## config.mk

```make
export PLATFORM = sky130hd
export DESIGN_NAME = vram_scanout
export DESIGN_NICKNAME = d
export VERILOG_FILES = /design/src/rtl/vram_pkg.sv /design/src/rtl/pix_fifo.sv /design/src/rtl/vram_scanout.sv
export SDC_FILE = /design/constraint.sdc
export NUM_CORES = 1
export LEC_CHECK = 0
export ABC_AREA = 0
export CORE_UTILIZATION = 49
export DETAILED_ROUTE_END_ITERATION = 7
export GPL_ROUTABILITY_DRIVEN = 0
export MAX_ROUTING_LAYER = met4
export PLACE_DENSITY_LB_ADDON = 0.1
export SETUP_SLACK_MARGIN = 0.1
export SLEW_MARGIN = 20
export SYNTH_ARGS = -nofsm -noshare
export SYNTH_HDL_FRONTEND = slang
export SYNTH_SLANG_ARGS = --single-unit
```

## constraint.sdc

```tcl
create_clock -name readClk -period 3.4 [get_ports readClk]
set_input_delay 0.34 -clock readClk [delete_from_list [all_inputs] [get_ports readClk]]
set_output_delay 0.34 -clock readClk [all_outputs]
set_load 0.05 [all_outputs]
```

## src/rtl/vram_pkg.sv

```systemverilog
// Shared defaults and types for the frame-buffer read sequencer.
//   DEF_*          default parameter values for vram_scanout / pix_fifo
//   scan_state_t   sequencer state encoding
//   pix_tag_t      one FIFO entry: pixel data plus frame first/last markers
package vram_pkg;

   localparam int DEF_DATAW        = 24;
   localparam int DEF_ADDR_LENGTH  = 20;
   localparam int DEF_TOTAL_PIXEL  = 921600;
   localparam int DEF_FIFO_DEPTH   = 4;

   typedef enum logic [1:0] {
      IDLE  = 2'd0,
      SCAN  = 2'd1,
      FLUSH = 2'd2
   } scan_state_t;

   typedef struct packed {
      logic [DEF_DATAW-1:0] data;
      logic                 first;
      logic                 last;
   } pix_tag_t;

endpackage

```

## src/rtl/pix_fifo.sv

```systemverilog
// Small synchronous FIFO holding tagged pixels between the VRAM read port
// and the downstream valid/ready stream.
//   i_clk, i_rst_n  clock, async active-low reset
//   i_clr           synchronous flush; wins over push/pop
//   i_push, i_data  write one entry (ignored when full)
//   i_pop           drop the head entry (ignored when empty)
//   o_head          current head entry
//   o_count         number of stored entries (0..DEPTH)
//   o_empty         no entries stored
module pix_fifo
   import vram_pkg::*;
#(
   parameter type T     = pix_tag_t,
   parameter int  DEPTH = DEF_FIFO_DEPTH
) (
   input  logic                   i_clk,
   input  logic                   i_rst_n,
   input  logic                   i_clr,
   input  logic                   i_push,
   input  T                       i_data,
   input  logic                   i_pop,
   output T                       o_head,
   output logic [$clog2(DEPTH):0] o_count,
   output logic                   o_empty
);

   localparam int AW = $clog2(DEPTH);
   localparam logic [AW-1:0] PTR_ONE = AW'(1);
   localparam logic [AW:0]   CNT_ONE = (AW+1)'(1);
   localparam logic [AW:0]   CNT_MAX = (AW+1)'(DEPTH);

   T              r_mem [DEPTH];
   logic [AW-1:0] r_wr;
   logic [AW-1:0] r_rd;
   logic [AW:0]   r_count;
   logic          w_push;
   logic          w_pop;

   assign w_push = i_push && (r_count != CNT_MAX);
   assign w_pop  = i_pop && (r_count != '0);

   always_ff @(posedge i_clk or negedge i_rst_n) begin
      if (!i_rst_n) begin
         for (int i = 0; i < DEPTH; i++) r_mem[i] <= '0;
         r_wr    <= '0;
         r_rd    <= '0;
         r_count <= '0;
      end else if (i_clr) begin
         r_wr    <= '0;
         r_rd    <= '0;
         r_count <= '0;
      end else begin
         if (w_push) begin
            r_mem[r_wr] <= i_data;
            r_wr        <= r_wr + PTR_ONE;
         end
         if (w_pop) r_rd <= r_rd + PTR_ONE;
         case ({w_push, w_pop})
            2'b10:   r_count <= r_count + CNT_ONE;
            2'b01:   r_count <= r_count - CNT_ONE;
            default: r_count <= r_count;
         endcase
      end
   end

   assign o_head  = r_mem[r_rd];
   assign o_count = r_count;
   assign o_empty = (r_count == '0);

endmodule

```

## src/rtl/vram_scanout.sv

```systemverilog
// Read-side frame-buffer sequencer. Walks the VRAM read port once per
// frameStart, absorbs the one-cycle read latency in pix_fifo and presents
// pixels on a valid/ready stream with first/last markers.
//   readClk, rstN           clock, async active-low reset
//   frameStart              start, or restart when busy
//   readEn, readPointer     VRAM read port (pointer is 1-based)
//   dataOut                 VRAM read data, valid the cycle after readEn
//   pixData/Valid/Ready     downstream pixel stream
//   pixFirst, pixLast       head pixel came from pointer 1 / totalPixel
//   frameDone               one-cycle pulse after the pixLast handshake
//   busy                    frame in progress (SCAN or FLUSH)
//
// state | meaning
// IDLE  | waiting for frameStart
// SCAN  | issuing reads, paced by FIFO credit
// FLUSH | all reads issued, draining until pixLast is accepted
module vram_scanout
   import vram_pkg::*;
#(
   parameter int DATAW      = DEF_DATAW,
   parameter int addrLength = DEF_ADDR_LENGTH,
   parameter int totalPixel = DEF_TOTAL_PIXEL,
   parameter int FIFO_DEPTH = DEF_FIFO_DEPTH
) (
   input  logic                  readClk,
   input  logic                  rstN,
   input  logic                  frameStart,
   output logic                  readEn,
   output logic [addrLength-1:0] readPointer,
   input  logic [DATAW-1:0]      dataOut,
   output logic [DATAW-1:0]      pixData,
   output logic                  pixValid,
   input  logic                  pixReady,
   output logic                  pixFirst,
   output logic                  pixLast,
   output logic                  frameDone,
   output logic                  busy
);

   localparam int CW = $clog2(FIFO_DEPTH) + 1;
   localparam logic [addrLength-1:0] PTR_FIRST = addrLength'(1);
   localparam logic [addrLength-1:0] PTR_LAST  = addrLength'(totalPixel);
   localparam logic [CW-1:0]         CREDIT    = CW'(FIFO_DEPTH);

   typedef struct packed {
      logic [DATAW-1:0] data;
      logic             first;
      logic             last;
   } tag_t;

   scan_state_t           r_state;
   logic [addrLength-1:0] r_ptr;
   logic                  r_inflight;
   logic                  r_if_first;
   logic                  r_if_last;
   logic                  r_done;

   logic [CW-1:0] w_count;
   logic          w_empty;
   tag_t          w_head;
   tag_t          w_push_tag;
   logic          w_read_en;
   logic          w_pop;
   logic          w_last_pop;
   logic          w_abort;

   // A same-cycle pop is not counted as credit, so the FIFO can never overflow
   // even though the read in flight lands one cycle later.
   assign w_read_en  = (r_state == SCAN) && ((w_count + CW'(r_inflight)) < CREDIT);
   assign w_abort    = frameStart && (r_state != IDLE);
   assign w_pop      = !w_empty && pixReady;
   assign w_last_pop = w_pop && w_head.last;
   assign w_push_tag = '{data: dataOut, first: r_if_first, last: r_if_last};

   pix_fifo #(
      .T     (tag_t),
      .DEPTH (FIFO_DEPTH)
   ) u_fifo (
      .i_clk   (readClk),
      .i_rst_n (rstN),
      .i_clr   (w_abort),
      .i_push  (r_inflight),
      .i_data  (w_push_tag),
      .i_pop   (w_pop),
      .o_head  (w_head),
      .o_count (w_count),
      .o_empty (w_empty)
   );

   always_ff @(posedge readClk or negedge rstN) begin
      if (!rstN) begin
         r_state    <= IDLE;
         r_ptr      <= PTR_FIRST;
         r_inflight <= 1'b0;
         r_if_first <= 1'b0;
         r_if_last  <= 1'b0;
         r_done     <= 1'b0;
      end else begin
         r_done <= 1'b0;
         // A read issued in the abort cycle belongs to the old frame; drop it.
         r_inflight <= w_read_en && !w_abort;
         if (w_read_en) begin
            r_if_first <= (r_ptr == PTR_FIRST);
            r_if_last  <= (r_ptr == PTR_LAST);
         end
         if (frameStart) begin
            r_state <= SCAN;
            r_ptr   <= PTR_FIRST;
         end else begin
            case (r_state)
               IDLE: ;
               SCAN: begin
                  if (w_read_en) begin
                     if (r_ptr == PTR_LAST) begin
                        r_ptr   <= PTR_FIRST;
                        r_state <= FLUSH;
                     end else begin
                        r_ptr <= r_ptr + PTR_FIRST;
                     end
                  end
               end
               FLUSH: begin
                  if (w_last_pop) begin
                     r_state <= IDLE;
                     r_done  <= 1'b1;
                  end
               end
               default: r_state <= IDLE;
            endcase
         end
      end
   end

   assign readEn      = w_read_en;
   assign readPointer = r_ptr;
   assign pixData     = w_head.data;
   assign pixValid    = !w_empty;
   assign pixFirst    = w_head.first && !w_empty;
   assign pixLast     = w_head.last && !w_empty;
   assign frameDone   = r_done;
   assign busy        = (r_state != IDLE);

endmodule
```

==> results.md <==
- Outcome: finished, violations left
- Failing checks: hold timing
- Fillers: a little under 1000
- Internal: 0.004948 W
- WS Path Type: register to primary output
- Gate Count Post-Synth: 467
- Min Clock Period, post-route: approximately 3 ns
- Global-route wire length before repair: 21510 um
- R2r setup slk: approximately 0.99 ns
- Initial antenna violation count: 0
- Flop pwr share: about a third
- Fin util: 62.49%
- Core ar.: between 10000 and 15000 um^2
- Top post-synthesis cells by count: dfrtp_1, mux2_2, nand2_1, mux4_2, nor2_1
- Comb pwr share: 41.9%
- Most numerous cell in the Yosys netlist: dfrtp_1
- Crit Path Max Fanout: 15
- Worst path arrival time: 2.67 ns
- Critical Path RT: between 3 and 4 ns
- Mean Syn Cell Area: 13.91 um^2
- Antenna violation net count after detailed routing: 0
- Num ports: a little under 80
- Endpoints failing setup: 0
- Period utilization: 88.64%
- RSZ-0062 raised after global routing: no
- Max Freq: around 0.33 GHz
- # H-tree levels: 4
- Design Area, Final: around 8000 um^2
- Gr ovfl total: 0
- Clock Skew: ~0.0055 ns
- Switch Pwr: 0.002770 W
- Final Hold Viols: 16
- Fraction of layout cells with a size suffix above 1: approximately 33%
- Clock power share: about a quarter
- DR iter-0 viols: about 220
- Cts hold-fix bufs: 0
- Net Sw Frac: roughly 36%
- Via Count: approximately 4100
- PD cells: roughly 970 nW/um^2
- PostCTS Resize Cnt: 0
- DP Worst Slack: around 0.77 ns
- CP Capture Type: primary output
- Clk slew on worst S/H paths: 0.05 ns
- Post-CTS Setup Inserts: 0
- RR Endpoint: u_fifo.o_count[2]
- Reg2Reg Depth: 8
- 1st-pass router iterations: 4
- Initial Util: 50.87%
- Yosys warnings: 0
- Final #Nets: between 500 and 600
- Worst slew pin tran: a little under 0.8 ns
- Post-DP Area: 7380 um^2
- CP Launch Type: register
- CTS tree: done
- Largest net degree at the start of global routing: 83
- Slew headroom: between 40% and 50%
- EDFF count, synth: 0
- Rows: 41
- Area share of the leading cell type in the synthesized netlist: ~52%
- Top cells by area, synth: dfrtp_1, mux2_2, mux4_2
- R2R Path Start: u_fifo.o_count[2]
- Die Footprint: 13720 um^2
- Area growth syn-to-layout: 22.86%
- Final wirelength: around 13000 um
- Gr usage total: 21.86%
- DR vias/cell: around 5.6
- Final Slew Violations: 0
- Clk buf depth: 2
- Mapped Nets: around 500
- Post-synth top area cell: dfrtp_1
- Cts bufs inserted: 17
- Worst skew pair latency: 0.41 ns
- Peak VDD IR: 591.8 uV
- # port buffers: 77
- Clock Sinks: about 140
- Die H: 117.2 um
- Drt wl/cell: ~18 um
- Synth cell types: between 50 and 60
- Ant diodes: 0
- Post-synth ARST share: between 90% and 100%
- Static leakage: 3.486 nW
- Dpl hpwl: ~8300 um
- Max_cap viols: 0
- Setup WS post-layout: around 0.39 ns
- Setup TNS: 0 ns
- #FFs+latches synth: ~140
- Commonest register cell after synthesis: dfrtp_1
- Final hold slack: -0.02029 ns
- Sequential share of the synthesized area: between 50% and 60%
- Cell Area, Synth: 6497 um^2
- Min-delay worst type: input pin to async pin
- Clock Tree Root: clkbuf_16
- Vias in the first global route: ~4300
- Post-route DRC violation count: 0
- DIE WIDTH: ~120 um
critical path: stages (launching register included):
cell and delay (ns):
dfrtp_2 0.68, buf_4 0.33, mux4_2 0.54, clkdlybuf4s50_1 0.72
placed cells by master, fill, tap and decap left out, types with 5 or more instances in the layout:
cell type and n:
dfrtp_1 135, mux2_2 93, clkdlybuf4s50_1 76, nand2_1 27, mux4_2 26, nor2_1 20, clkbuf_16 17, inv_1 16
nand3_1 14, a21oi_1 13, mux2_4 12, a31oi_1 11, ha_1 8, o21ai_0 6, clkbuf_8 6, and3_1 5
buf_4 5
worst max path at each step:
stage / start / end / slack (ns) / cells past startpoint
final: u_fifo.r_rd[0] / pixData[11] / 0.39 / 3
after CTS: u_fifo.r_rd[0] / pixData[12] / 0.32 / 3
after detailed placement: u_fifo.r_rd[0] / pixData[12] / 0.77 / 3
after global placement: u_fifo.r_rd[0] / pixData[15] / 0.81 / 3
after floorplan: u_fifo.o_count[1] / u_fifo.o_count[2] / 1.24 / 7
after global routing: u_fifo.r_rd[0] / pixData[12] / 0.22 / 3
per-layer routing:
layer,wire (um),up-vias,track usage [%]
li1,-,1873,-
met1,6008,2119,28.05
met2,6559,94,34.55
met3,445,6,4.995
met4,89,0,7.089
met5,0,-,-
per-stage QoR:
step | power [W] | instances
final | 0.007718 | 731
after CTS | 0.007804 | 731
after floorplan | 0.005026 | 467
after global placement | 0.005835 | 699
after global routing | 0.008125 | 731
after detailed placement | 0.005934 | 699
state kept, by name (all words and copies together) (netlist names):
signal	count
u_fifo.r_mem	104
r_if_first	1
r_if_last	1
u_fifo.r_rd	2
u_fifo.r_wr	2
frameDone	1
u_fifo.o_count	3
r_state	2
r_inflight	1
readPointer	20
power by group through the flow:
stage	combinational, W	sequential (W)	clock (W)
after global routing	0.00345	0.00273	0.00195
after detailed placement	0.00326	0.00267	0
after CTS	0.00328	0.00265	0.00188
final	0.00324	0.00265	0.00184
after global placement	0.00319	0.00265	0
after floorplan	0.00246	0.00257	0
area by class of cell:
cell class / count / area (um^2) / area share, %
clock buffer: 25 / 515.5 / 6.458
clock inverter: 7 / 87.58 / 1.097
inverter: 17 / 63.81 / 0.7994
multi-input combinational: 290 / 2840 / 35.58
sequential: 137 / 3431 / 42.98
tap: 172 / 215.2 / 2.696
timing repair buffer: 83 / 829.5 / 10.39
cell families after synthesis:
group | after synthesis | share of synthesized area (%)
mux | 133 | 28.21
xor+xnor | 6 | 0.8089
fa+ha+maj | 9 | 1.849
buf+inv | 40 | 3.505
flops | 137 | 52.78
compound gates | 45 | 4.718
simple gates | 97 | 8.127
No activity file was read; power rests on OpenSTA's default activity.
==> RTL change 1, RTL diff (config.mk and constraints unchanged) <==
Encoding of `scan_state_t`: now one-hot (3 bits for 3 states).
--- a/src/rtl/vram_pkg.sv
+++ b/src/rtl/vram_pkg.sv
@@ -9,10 +9,10 @@
    localparam int DEF_TOTAL_PIXEL  = 921600;
    localparam int DEF_FIFO_DEPTH   = 4;
 
-   typedef enum logic [1:0] {
-      IDLE  = 2'd0,
-      SCAN  = 2'd1,
-      FLUSH = 2'd2
+   typedef enum logic [2:0] {
+      IDLE  = 3'b001,
+      SCAN  = 3'b010,
+      FLUSH = 3'b100
    } scan_state_t;
 
    typedef struct packed {
Behaviour: no difference found for any inputs over 4 cycles, from zero or initial values and one cycle with rstN low; so few cycles prove little.
==> RTL change 1 against the unedited design <==
Sequential cell count up 1; setup slack better by 21 ps; final cell count up 2.5%; core utilization down 0.37 points; final area down 0.60%; routed wire length up 2.5%; synthesized area down 0.37%; power down 2.6%.
==> RTL change 1: results (changes against the unedited design) <==
Layout
  – Fillcell total: 995 (was 989)
  – Nets: 606 (was 583)
  – Max reg flops: 104 (unchanged)
  – Layout cells sized above 1: 0.302 (was 0.327)

Synthesis
  – Top-area cell type share of the netlist area: 0.526 (was 0.524)
  – Seq/Total Area, Yosys: 0.534 (was 0.528)
  – Synth area leaders: dfrtp_1, mux2_2, mux4_2 (unchanged)
  – Post-Syn Nets: 524 (was 504)
  – Unique masters post-synth: 45 (was 51)
  – Most frequent cells after synthesis: dfrtp_1, mux2_2, mux4_2 (was dfrtp_1, mux2_2, nand2_1)

Timing
  – Worst-margin pin slew: 945 ps (was 778 ps)
  – Layout Skew: 8.14 ps (was 5.45 ps)
  – Hold_ws: 31.6 ps (was -20.3 ps)

Placed design
  – DP Wirelength: 8.51 mm (was 8.34 mm)
  – IO buf count: 77 (unchanged)

Critical path
  – CP Max Fanout: 16 (was 15)
  – Worst R2R Start: r_state[0] (was u_fifo.o_count[2])
  – Crit path capture: pixData[7] (was pixData[11])
  – Cell count of the worst reg-to-reg path: 5 (was 8)
  – Arr. time, crit path: 2650 ps (was 2670 ps)
  – Setup slack, reg-to-reg: 910 ps (was 990 ps)
  – Reg2reg end: u_fifo.r_mem[91] (was u_fifo.o_count[2])
  – Crit path from: u_fifo.r_rd[0] (unchanged)

Drt
  – Met2 Wirelength: 6.65 mm (was 6.56 mm)
  – 1st-iter DRT viols: 266 (was 219)
  – Met3 WL: 492 um (was 445 um)
  – Post-Route WL: 13.4 mm (was 13.1 mm)
  – Drt via density: 5.68 (was 5.60)
  – WL met1: 6.14 mm (was 6.01 mm)
  – Drt pass-1 iters: 5 (was 4)

GRT
  – First-pass GRT wire length: 22.0 mm (was 21.5 mm)
  – GRT Total Usage: 0.223 (was 0.219)
  – Met1 GRT Util: 0.289 (was 0.280)
  – M3 GR Usage: 0.0515 (was 0.0499)
  – Largest net degree at the start of global routing: 119 (was 83)
  – Met2 Use GR: 0.350 (was 0.345)
  – Vias in the first global route: 4,340 (was 4,270)

Pwr
  – Sw frac: 0.369 (was 0.359)
  – Clk network pwr share: 0.219 (was 0.238)
  – Pleak: 3.35 nW (was 3.49 nW)
  – Max VDD drop: 0.000634 V (was 0.000592 V)
  – Int Pwr: 4.74 mW (was 4.95 mW)
  – Seq pwr share: 0.350 (was 0.343)

Run status
  – Status: completed (was finished, violations left)

Clock tree
  – # H-tree levels: 4 (unchanged)
  – Worst-Skew Late Latency: around 420 ps
RTL change 1: final cells by class:
| type | count | area, um^2 | area share |
|---|---|---|---|
| inverter | 16 | 60.1 | 0.00757 |
| clock inverter | 5 | 50.0 | 0.00631 |
| timing repair buffer | 85 | 835 | 0.105 |
| multi-input combinational | 311 | 2850 | 0.360 |
| clock buffer | 22 | 464 | 0.0585 |
| sequential | 138 | 3460 | 0.436 |
| tap | 172 | 215 | 0.0271 |
RTL change 1: kinds of logic (layout without fill, tap and decap cells):
family          Yosys count  after routing  share of synthesized area
flops                   138            138                      0.534
mux                     130            130                      0.271
simple gates            108            108                     0.0881
compound gates           57             57                     0.0533
buf+inv                  38            128                     0.0253
fa+ha+maj                 9              9                     0.0186
xor+xnor                  7              7                    0.00947
RTL change 1: stage by stage:
step	instances	worst slack, ps	cell area (um^2)
final	749	407	7940
after global routing	749	256	7940
after CTS	749	363	7930
after detailed placement	722	807	7420
after global placement	722	800	7420
after floorplan	487	1030	6470
==> RTL change 2, RTL diff (same flow settings) <==
Without the edit above. `DEF_ADDR_LENGTH`: 20 -> 30.
--- a/src/rtl/vram_pkg.sv
+++ b/src/rtl/vram_pkg.sv
@@ -5,7 +5,7 @@
 package vram_pkg;
 
    localparam int DEF_DATAW        = 24;
-   localparam int DEF_ADDR_LENGTH  = 20;
+   localparam int DEF_ADDR_LENGTH  = 30;
    localparam int DEF_TOTAL_PIXEL  = 921600;
    localparam int DEF_FIFO_DEPTH   = 4;
 
Ports: changed (resized readPointer); port bits go from 78 to 88. The function was not compared with the original's and may differ.
==> RTL change 2 against the unedited design <==
The run still ends with negative hold slack left; first-iteration DRC count is 0.46% higher; synthesized area grew 8.2%; sequential share of layout area is essentially flat; critical path depth increased by 1; sequential cell count grew 10; routed wire length rose by 14%; power is 1.3% lower; final area grew 7.4%; via count rose by 12%; setup slack improved by 94 ps; critical path type unchanged.
==> RTL change 2: results (changes against the unedited design) <==
Run status
  – Status: finished, violations left (unchanged)
  – Violated checks: negative hold slack (unchanged)

Placed design
  – IO buf count: 87 (was 77)
  – DP Wirelength: 9.84 mm (was 8.34 mm)

Timing
  – Final Hold Fails: 21 (was 16)
  – Worst slew margin: 0.352 (was 0.481)
  – Layout Skew: 11.6 ps (was 5.45 ps)
  – Hold_ws: -31.4 ps (was -20.3 ps)

Layout
  – Fillcell total: 1,100 (was 989)
  – Layout cells sized above 1: 0.284 (was 0.327)
  – Nets: 644 (was 583)
  – Ant diodes: 0 (unchanged)

GRT
  – GRT Total Usage: 0.227 (was 0.219)
  – Largest net degree at the start of global routing: 84 (was 83)
  – Met2 Use GR: 0.371 (was 0.345)
  – M3 GR Usage: 0.0492 (was 0.0499)
  – Vias in the first global route: 4,798 (was 4,270)
  – Met1 GRT Util: 0.280 (about the same)
  – First-pass GRT wire length: 24.8 mm (was 21.5 mm)

Critical path
  – CP Max Fanout: 16 (was 15)
  – Cell count of the worst reg-to-reg path: 7 (was 8)

Synthesis
  – Seq/Total Area, Yosys: 0.523 (was 0.528)
  – Unique masters post-synth: 58 (was 51)
  – Synth Area in Compound Gates: 0.0610 (was 0.0472)
  – Most frequent cells after synthesis: dfrtp_1, mux2_2, nand2_1 (unchanged)
  – Synth area leaders: dfrtp_1, mux2_2, mux4_2 (unchanged)
  – Synth Area in Adders: 0.0171 (was 0.0185)
  – Mux cell area share after synthesis: 0.256 (was 0.282)
  – XOR/XNOR Fraction of Synth Area: 0.0199 (was 0.00809)

Pwr
  – Max VDD drop: 0.000432 V (was 0.000592 V)
  – Seq pwr share: 0.364 (was 0.343)
  – Clk network pwr share: 0.214 (was 0.238)
  – Pleak: 3.64 nW (was 3.49 nW)
  – Sw Pwr: 2.77 mW (about the same)
  – Int Pwr: 4.84 mW (was 4.95 mW)

Drt
  – Met3 WL: 516 um (was 445 um)
  – WL met1: 6.47 mm (was 6.01 mm)
  – Drt via density: 5.74 (was 5.60)
  – Met2 Wirelength: 7.73 mm (was 6.56 mm)
  – 1st-iter DRT viols: 220 (was 219)
  – DR WL/cell: 18.7 um (was 17.9 um)

Clock tree
  – Setup bufs post-CTS: 0 (unchanged)
  – CTS root buf: clkbuf_16 (unchanged)
## RTL change 2: changes by cell type after synthesis, moves of 5 or more
cell | unedited run | this run
mux2_4 | 12 | 0
a21oi_1 | 13 | 6
a31oi_1 | 11 | 20
inv_1 | 16 | 10
buf_6 | 9 | 3
buf_2 | 7 | 14
mux2_2 | 93 | 100
nand3_1 | 14 | 9
o21ai_0 | 6 | 12
xor2_1 | 3 | 11
dfrtp_1 | 136 | 146
## RTL change 2: layout make-up
type                       count  area, um^2  area share
clock buffer                  27         463      0.0540
clock inverter                 1        30.0     0.00350
inverter                      11        46.3     0.00540
multi-input combinational    334        3160       0.369
sequential                   147        3680       0.429
tap                          180         225      0.0263
timing repair buffer          96         965       0.113
## RTL change 2: stage by stage
stage / instances / setup slack [ps] / instance area (um^2) / hold slack [ps] / utilization
2_1_floorplan: 519 / 1110 / 7030 / 44.4 / -
3_3_place_gp: 768 / 884 / 8080 / 433 / 0.580
3_5_place_dp: 768 / 880 / 8080 / 449 / 0.580
4_1_cts: 796 / 428 / 8570 / 10.0 / 0.615
5_1_grt: 796 / 345 / 8570 / 38.8 / 0.615
6_report: 796 / 480 / 8570 / -31.4 / 0.615
## RTL change 2: final timing paths
| check | start | endpoint | slack (ps) |
|---|---|---|---|
| min reg2reg | u_fifo.r_mem[52] | u_fifo.r_mem[52] | 500 |
| max reg2reg | readPointer[0] | readPointer[27] | 1000 |
| max in group asynchronous | rstN | readPointer[0] | 2540 |
| min in group readClk | u_fifo.r_mem[52] | u_fifo.r_mem[52] | 500 |
| min | rstN | u_fifo.r_mem[6] | -30 |
| max | u_fifo.o_count[0] | readEn | 480 |
## RTL change 2: worst max-delay path: stages (launching register included)
cell	delay, ps
dfrtp_1	470
and3_2	280
mux2i_4	430
clkinv_4	230
clkdlybuf4s50_1	760
